## config.mk

```make
export PLATFORM = sky130hd
export DESIGN_NAME = sha256_nonce_driver
export DESIGN_NICKNAME = d
export VERILOG_FILES = /design/src/rtl/sha256_nonce_driver.sv
export SDC_FILE = /design/constraint.sdc
export NUM_CORES = 2
export LEC_CHECK = 0
export ABC_AREA = 0
export CAP_MARGIN = 15
export CORE_MARGIN = 8
export CORE_UTILIZATION = 50
export DETAILED_ROUTE_END_ITERATION = 12
export PLACE_DENSITY = 0.81
export RECOVER_POWER = 100
export SETUP_SLACK_MARGIN = 0.3
export SLEW_MARGIN = 20
export SYNTH_ARGS = -nofsm -noshare
export SYNTH_HDL_FRONTEND = slang
export SYNTH_SLANG_ARGS = --single-unit
```

## constraint.sdc

```tcl
create_clock -name clk -period 34.7 [get_ports clk]
set_input_delay 8.675 -clock clk [delete_from_list [all_inputs] [get_ports clk]]
set_output_delay 8.675 -clock clk [all_outputs]
set_load 0.03 [all_outputs]
```

## src/rtl/sha256_nonce_driver.sv

```systemverilog
// sha256_nonce_driver
//   Nonce-sweep job initiator for the start/done SHA-256 engine. For every
//   nonce in [nonce_start, nonce_end] (inclusive, 32-bit wrapping), it:
//   writes the nonce into the message template, pulses eng_start, waits for
//   eng_done (with timeout), reads the 8-word digest back and compares
//   digest word 0 against the target. The job stops on the first hit, on an
//   abort, on range exhaustion or on an engine timeout.
//
// Ports
//   clk, reset          : clock, asynchronous active-high reset
//   job_start/job_abort : host control (start sampled in IDLE only)
//   nonce_start/_end    : inclusive nonce range, target : hit threshold
//   busy, job_done      : job status, job_done is a one-cycle pulse
//   found/timeout_err/aborted, result_nonce/result_hash/attempts : results
//   eng_*               : engine handshake and constant buffer addresses
//   mem_*               : shared memory port (granted externally via mem_own)
module sha256_nonce_driver #(
  parameter logic [15:0] MSG_ADDR       = 16'h0000,
  parameter logic [15:0] OUT_ADDR       = 16'h0100,
  parameter int unsigned NONCE_IDX      = 3,
  parameter int unsigned TIMEOUT_CYCLES = 4096
) (
  input  logic         clk,
  input  logic         reset,
  input  logic         job_start,
  input  logic         job_abort,
  input  logic [31:0]  nonce_start,
  input  logic [31:0]  nonce_end,
  input  logic [31:0]  target,
  output logic         busy,
  output logic         job_done,
  output logic         found,
  output logic         timeout_err,
  output logic         aborted,
  output logic [31:0]  result_nonce,
  output logic [255:0] result_hash,
  output logic [31:0]  attempts,
  output logic         eng_start,
  output logic [15:0]  eng_message_addr,
  output logic [15:0]  eng_output_addr,
  input  logic         eng_done,
  output logic         mem_own,
  output logic         mem_we,
  output logic [15:0]  mem_addr,
  output logic [31:0]  mem_write_data,
  input  logic [31:0]  mem_read_data
);

  localparam int unsigned CW         = $clog2(TIMEOUT_CYCLES) + 1;
  localparam logic [CW-1:0] WAIT_LAST = CW'(TIMEOUT_CYCLES - 1);
  localparam logic [15:0] NONCE_ADDR = MSG_ADDR + 16'(NONCE_IDX);

  typedef enum logic [2:0] {
    S_IDLE, S_WRITE, S_START, S_WAIT, S_READ, S_CHECK, S_DONE
  } state_t;

  state_t        state_q;
  logic [31:0]   nonce_q, end_q, target_q;
  logic          abort_pend_q;
  logic [CW-1:0] wait_cnt_q;
  logic [3:0]    rd_cnt_q;
  logic [31:0]   digest_q [8];
  logic          busy_q, job_done_q, found_q, timeout_q, aborted_q;
  logic [31:0]   result_nonce_q, attempts_q;
  logic [255:0]  result_hash_q;
  logic          eng_start_q, mem_own_q, mem_we_q;
  logic [15:0]   mem_addr_q;
  logic [31:0]   mem_wdata_q;
  logic [255:0]  digest_d;
  logic [31:0]   nonce_d;

  // Word 0 lands in the top 32 bits of the flattened digest.
  for (genvar gi = 0; gi < 8; gi++) begin : g_flat
    assign digest_d[255-32*gi -: 32] = digest_q[gi];
  end

  assign nonce_d = nonce_q + 32'd1;

  always_ff @(posedge clk or posedge reset) begin
    if (reset) begin
      state_q        <= S_IDLE;
      nonce_q        <= '0;
      end_q          <= '0;
      target_q       <= '0;
      abort_pend_q   <= 1'b0;
      wait_cnt_q     <= '0;
      rd_cnt_q       <= '0;
      for (int i = 0; i < 8; i++) digest_q[i] <= '0;
      busy_q         <= 1'b0;
      job_done_q     <= 1'b0;
      found_q        <= 1'b0;
      timeout_q      <= 1'b0;
      aborted_q      <= 1'b0;
      result_nonce_q <= '0;
      result_hash_q  <= '0;
      attempts_q     <= '0;
      eng_start_q    <= 1'b0;
      mem_own_q      <= 1'b0;
      mem_we_q       <= 1'b0;
      mem_addr_q     <= '0;
      mem_wdata_q    <= '0;
    end else begin
      eng_start_q <= 1'b0;
      job_done_q  <= 1'b0;
      if (busy_q && job_abort) abort_pend_q <= 1'b1;

      // Outputs are registered: each transition sets what the next state drives.
      case (state_q)
        S_IDLE: begin
          if (job_start) begin
            nonce_q      <= nonce_start;
            end_q        <= nonce_end;
            target_q     <= target;
            found_q      <= 1'b0;
            timeout_q    <= 1'b0;
            aborted_q    <= 1'b0;
            attempts_q   <= '0;
            abort_pend_q <= 1'b0;
            busy_q       <= 1'b1;
            mem_own_q    <= 1'b1;
            mem_we_q     <= 1'b1;
            mem_addr_q   <= NONCE_ADDR;
            mem_wdata_q  <= nonce_start;
            state_q      <= S_WRITE;
          end
        end
        S_WRITE: begin
          mem_own_q   <= 1'b0;
          mem_we_q    <= 1'b0;
          mem_addr_q  <= '0;
          mem_wdata_q <= '0;
          eng_start_q <= 1'b1;
          state_q     <= S_START;
        end
        S_START: begin
          wait_cnt_q <= '0;
          state_q    <= S_WAIT;
        end
        S_WAIT: begin
          if (eng_done) begin
            rd_cnt_q   <= '0;
            mem_own_q  <= 1'b1;
            mem_addr_q <= OUT_ADDR;
            state_q    <= S_READ;
          end else if (wait_cnt_q == WAIT_LAST) begin
            timeout_q  <= 1'b1;
            job_done_q <= 1'b1;
            state_q    <= S_DONE;
          end else begin
            wait_cnt_q <= wait_cnt_q + 1'b1;
          end
        end
        S_READ: begin
          // Read data trails the address by one cycle, so cycle r stores word r-1.
          if (rd_cnt_q != 4'd0) digest_q[rd_cnt_q[2:0] - 3'd1] <= mem_read_data;
          if (rd_cnt_q == 4'd8) begin
            mem_own_q  <= 1'b0;
            mem_addr_q <= '0;
            state_q    <= S_CHECK;
          end else begin
            rd_cnt_q   <= rd_cnt_q + 4'd1;
            mem_addr_q <= (rd_cnt_q == 4'd7) ? 16'h0000
                                             : OUT_ADDR + 16'(rd_cnt_q) + 16'd1;
          end
        end
        S_CHECK: begin
          attempts_q     <= attempts_q + 32'd1;
          result_nonce_q <= nonce_q;
          result_hash_q  <= digest_d;
          if (digest_q[0] < target_q) begin
            found_q    <= 1'b1;
            job_done_q <= 1'b1;
            state_q    <= S_DONE;
          end else if (abort_pend_q) begin
            aborted_q  <= 1'b1;
            job_done_q <= 1'b1;
            state_q    <= S_DONE;
          end else if (nonce_q == end_q) begin
            job_done_q <= 1'b1;
            state_q    <= S_DONE;
          end else begin
            nonce_q     <= nonce_d;
            mem_own_q   <= 1'b1;
            mem_we_q    <= 1'b1;
            mem_addr_q  <= NONCE_ADDR;
            mem_wdata_q <= nonce_d;
            state_q     <= S_WRITE;
          end
        end
        S_DONE: begin
          busy_q  <= 1'b0;
          state_q <= S_IDLE;
        end
        default: state_q <= S_IDLE;
      endcase
    end
  end

  assign busy             = busy_q;
  assign job_done         = job_done_q;
  assign found            = found_q;
  assign timeout_err      = timeout_q;
  assign aborted          = aborted_q;
  assign result_nonce     = result_nonce_q;
  assign result_hash      = result_hash_q;
  assign attempts         = attempts_q;
  assign eng_start        = eng_start_q;
  assign eng_message_addr = MSG_ADDR;
  assign eng_output_addr  = OUT_ADDR;
  assign mem_own          = mem_own_q;
  assign mem_we           = mem_we_q;
  assign mem_addr         = mem_addr_q;
  assign mem_write_data   = mem_wdata_q;

endmodule
```

==> flow_summary_export.csv <==
group,metric,value,unit
floorplanning,start_util,50.5,%
sta,fmax,50.2,MHz
floorplanning,die_w,263,µm
hold_path,hold_path_class,"flip-flop to flip-flop",
worst_setup_path,crit_type,"primary input to asynchronous set/reset pin",
clock_tree,numCtsBuffers,77,
logic_synthesis,synth_area_per_cell,10.6,µm²
worst_setup_path,path_max_fanout,96,
status,violations,"max-capacitance violations, max-slew violations",
sta,drv_slew,1162,
logic_synthesis,synth_cells,2859,
pwr,p_comb_share,35.0,%
floorplanning,dieArea,0.0690,mm²
clock_tree,clockBufferDepth,3,
clock_tree,hold_buffers,0,
placement,post-dp-hpwl,61300,µm
clock_tree,htree_levels,3,
logic_synthesis,syn-cell-area,0.0304,mm²
worst_setup_path,r2r_slack,23510,ps
grt,antenna_found_initial,11,
logic_synthesis,yosysSeqAreaShare,60.8,%
detailed_routing,wl_per_cell,21.9,µm
worst_setup_path,slowest_stage,"clkbuf_1",
floorplanning,core,0.0602,mm²
sta,fin_ws,14780,ps
grt,grt_max_degree,173,
placement,place_congestion,0.887,
clock_tree,cts_root_buf,"clkbuf_16",
clock_tree,tritoncts,"yes",
cells_and_area,drive_above_1_share,12.3,%
logic_synthesis,synth_warnings,0,
worst_setup_path,worst_setup_path_end_kind,"asynchronous set/reset pin",
sta,timing.final.crit_share,57.4,%
clock_tree,path_clk_slew,60,ps
logic_synthesis,synthDistinctLibCells,58,
worst_setup_path,reg2reg_depth,7,
pwr,p_int,2.16,mW
worst_setup_path,worstPathRequired,34640,ps
detailed_routing,vias,22800,
worst_setup_path,r2r-start,"state_q[1]",
worst_setup_path,crit_chain,"dlygate4sd3_1, clkinvlp_2, clkbuf_1, clkbuf_1, clkbuf_1",
placement,portBuffers,498,
grt,grt_pass1_vias,23600,
detailed_routing,viasPerCell,5.48,
sta,rsz0062_at_grt,"false",
pwr,cellPowerDensity,90.9,mW/mm²
status,run_status,"finished with violations",
worst_setup_path,crit_start,"reset",
grt,grt_use_total,26.1,%
grt,grt_pass1_wl,142000,µm
pwr,p_sw_share,38.3,%
pwr,p_total,3.49,mW
placement,pre_cts_ws,22330,ps
floorplanning,die_h,263,µm
run,maxCapViolCount,16,
clock_tree,post_cts_buffers,0,
detailed_routing,drt_iter0_drc,1875,
detailed_routing,totalWireLength,91100,µm
worst_setup_path,setup.worst_path.end,"nonce_q[18]",
detailed_routing,first_pass_iters,6,
cells_and_area,utilization,63.8,%
worst_setup_path,crit_top_cell,"clkbuf_1",
detailed_routing,drc,0,
sta,period_needed,19920,ps
floorplanning,rows,90,
grt,overflow,0,
clock_tree,clock_latency,620,ps
pwr,pwr-share-clk,24.3,%
logic_synthesis,ys_ff_latch,739,
sta,finalSetupViolCount,0,
detailed_routing,antenna_left,0,
cells_and_area,final.fill_count,4542,
clock_tree,cts.sinks,739,
sta,setup_tns,0,ps
sta,finalClockSkew,22.2,ps
floorplanning,io_pins,541,
sta,hold_viol_final,0,
clock_tree,cts_resized,0,
worst_setup_path,timing.rr.end,"result_hash[34]",
pwr,ir_worst_vdd,0.0000656,V
worst_setup_path,cp_data_arrival_time,19860,ps
worst_setup_path,cpPeakStageDelay,2880,ps
worst_setup_path,worst_setup_path_start_kind,"primary input",
pwr,seqPwrFrac,40.7,%
pwr,power.switching,1.34,mW
sta,relSlewSlack,-189,%
logic_synthesis,synth_ff_type,"dfrtp_1",
sta,worst_pin_slew,4340,ps
pwr,cellLeakagePower,19.3,nW
cells_and_area,fin_nets,3472,
logic_synthesis,synth_edf_count,0,
cells_and_area,area_growth_syn_to_layout,26.2,%
logic_synthesis,ys_async_sr_fraction,100,%
per-stage QoR:
step           hold slack [ps]  std cells  cell area, µm²
6_report                   460       4152           38400
3_5_place_dp               446       4006           35800
5_1_grt                    481       4147           38400
2_1_floorplan              433       2899           30600
4_1_cts                    449       4146           38500
3_3_place_gp               440       4006           35800
sequential cells by signal, summed over array words and instances, names as in the netlist, 3 cells and up:
signal and count:
nonce_q 32, wait_cnt_q 13, result_hash 256, rd_cnt_q 4, digest_d 256, end_q 32, result_nonce 32, mem_addr 6
mem_write_data 32, target_q 32, state_q 3, attempts 32
cell usage in the layout, fill, tap and decap left out, types with 13 or more instances in the layout:
| cell type | count |
|---|---|
| nand4_1 | 24 |
| conb_1 | 42 |
| clkbuf_1 | 31 |
| inv_1 | 47 |
| clkbuf_8 | 18 |
| o211ai_1 | 25 |
| dlygate4sd3_1 | 401 |
| xor2_1 | 25 |
| nand3_1 | 35 |
| nor2_1 | 43 |
| xnor2_1 | 43 |
| clkbuf_16 | 78 |
| ha_1 | 36 |
| dfrtp_1 | 739 |
| and3_1 | 16 |
| and4_1 | 13 |
| mux2_2 | 267 |
| a22o_1 | 14 |
| o21ai_0 | 103 |
| clkdlybuf4s50_1 | 97 |
| a21oi_1 | 32 |
| clkinv_2 | 13 |
| mux2i_1 | 24 |
| o2bb2ai_1 | 25 |
| nand2_1 | 1062 |
critical path: cells and delay by family:
kind                   cells  cell delay [ps]
buffers and inverters      5            11050
cells in the mapped netlist, types with 2 or more instances:
library cell / number / area, µm²
xor2_1: 25 / 219
nand2_1: 1062 / 3990
nand4_1: 24 / 150
nor2b_1: 5 / 31.3
nand3_1: 39 / 195
or2_2: 2 / 12.5
nor4_1: 7 / 43.8
a22oi_1: 2 / 15.0
o32ai_1: 2 / 17.5
xnor2_1: 43 / 377
buf_6: 2 / 22.5
buf_1: 25 / 93.8
o211ai_1: 25 / 188
a21o_1: 3 / 22.5
o21ai_0: 102 / 510
a22o_1: 14 / 123
buf_2: 14 / 70.1
dfrtp_1: 739 / 18500
o2bb2ai_1: 25 / 219
inv_1: 48 / 180
clkbuf_1: 109 / 409
or3_1: 6 / 37.5
o31ai_1: 10 / 75.1
nand2b_1: 3 / 18.8
and2_1: 2 / 12.5
buf_4: 45 / 338
mux2_2: 268 / 3020
a21oi_1: 32 / 160
a221oi_1: 3 / 26.3
nor3_1: 7 / 35.0
a31oi_1: 4 / 25.0
mux2i_1: 24 / 240
ha_1: 36 / 450
nor2_1: 43 / 161
and4_1: 13 / 114
and3_1: 20 / 125
conb_1: 2 / 7.51
o21a_1: 4 / 30.0
cell type report:
cell class | count | area, µm² | area share (%)
repair buffers | 520 | 5110 | 13.3
clock inverters | 27 | 364 | 0.948
well taps | 782 | 978 | 2.55
clock buffers | 113 | 2260 | 5.89
flip-flops and latches | 739 | 18500 | 48.1
diodes | 6 | 15.0 | 0.0391
multi-input cells | 1916 | 11000 | 28.6
inverters | 49 | 185 | 0.482
power groups by stage:
| stage | Combinational (mW) | Sequential [mW] | Clock (mW) |
|---|---|---|---|
| after global placement | 1.24 | 1.42 | 0 |
| after floorplan | 0.530 | 1.63 | 0 |
| after CTS | 1.28 | 1.42 | 0.862 |
| after detailed placement | 1.27 | 1.43 | 0 |
| final | 1.22 | 1.42 | 0.848 |
| after global routing | 1.32 | 1.46 | 0.895 |
kinds of logic after synthesis:
logic type,count (synthesis),share of synthesized area [%]
muxes,292,10.7
other,2,0.0247
AOI/OAI and AO/OA,240,5.08
DFF,739,60.8
xor gates and xnor gates,68,1.96
adders and majority gates,36,1.48
buffers and inverters,244,3.67
and+or+nand+nor,1238,16.3
worst min path at each step:
| stage | start | end | cells after the start |
|---|---|---|---|
| floorplan | digest_d[100] | result_hash[100] | 2 |
| global placement | digest_d[63] | result_hash[63] | 2 |
| detailed placement | digest_d[163] | result_hash[163] | 2 |
| CTS | digest_d[163] | result_hash[163] | 2 |
| global route | digest_d[79] | result_hash[79] | 2 |
| finish | digest_d[151] | result_hash[151] | 2 |
routing by layer:
metal  up-vias  GRT usage [%]  part of all wire (%)
met4        14           9.47                   3.9
met2       846           42.4                    48
met5         -              0                  0.10
li1      10200              -                     -
met3       211           7.03                   8.1
met1     11500           33.5                    40
No activity file was read; power rests on OpenSTA's default activity.
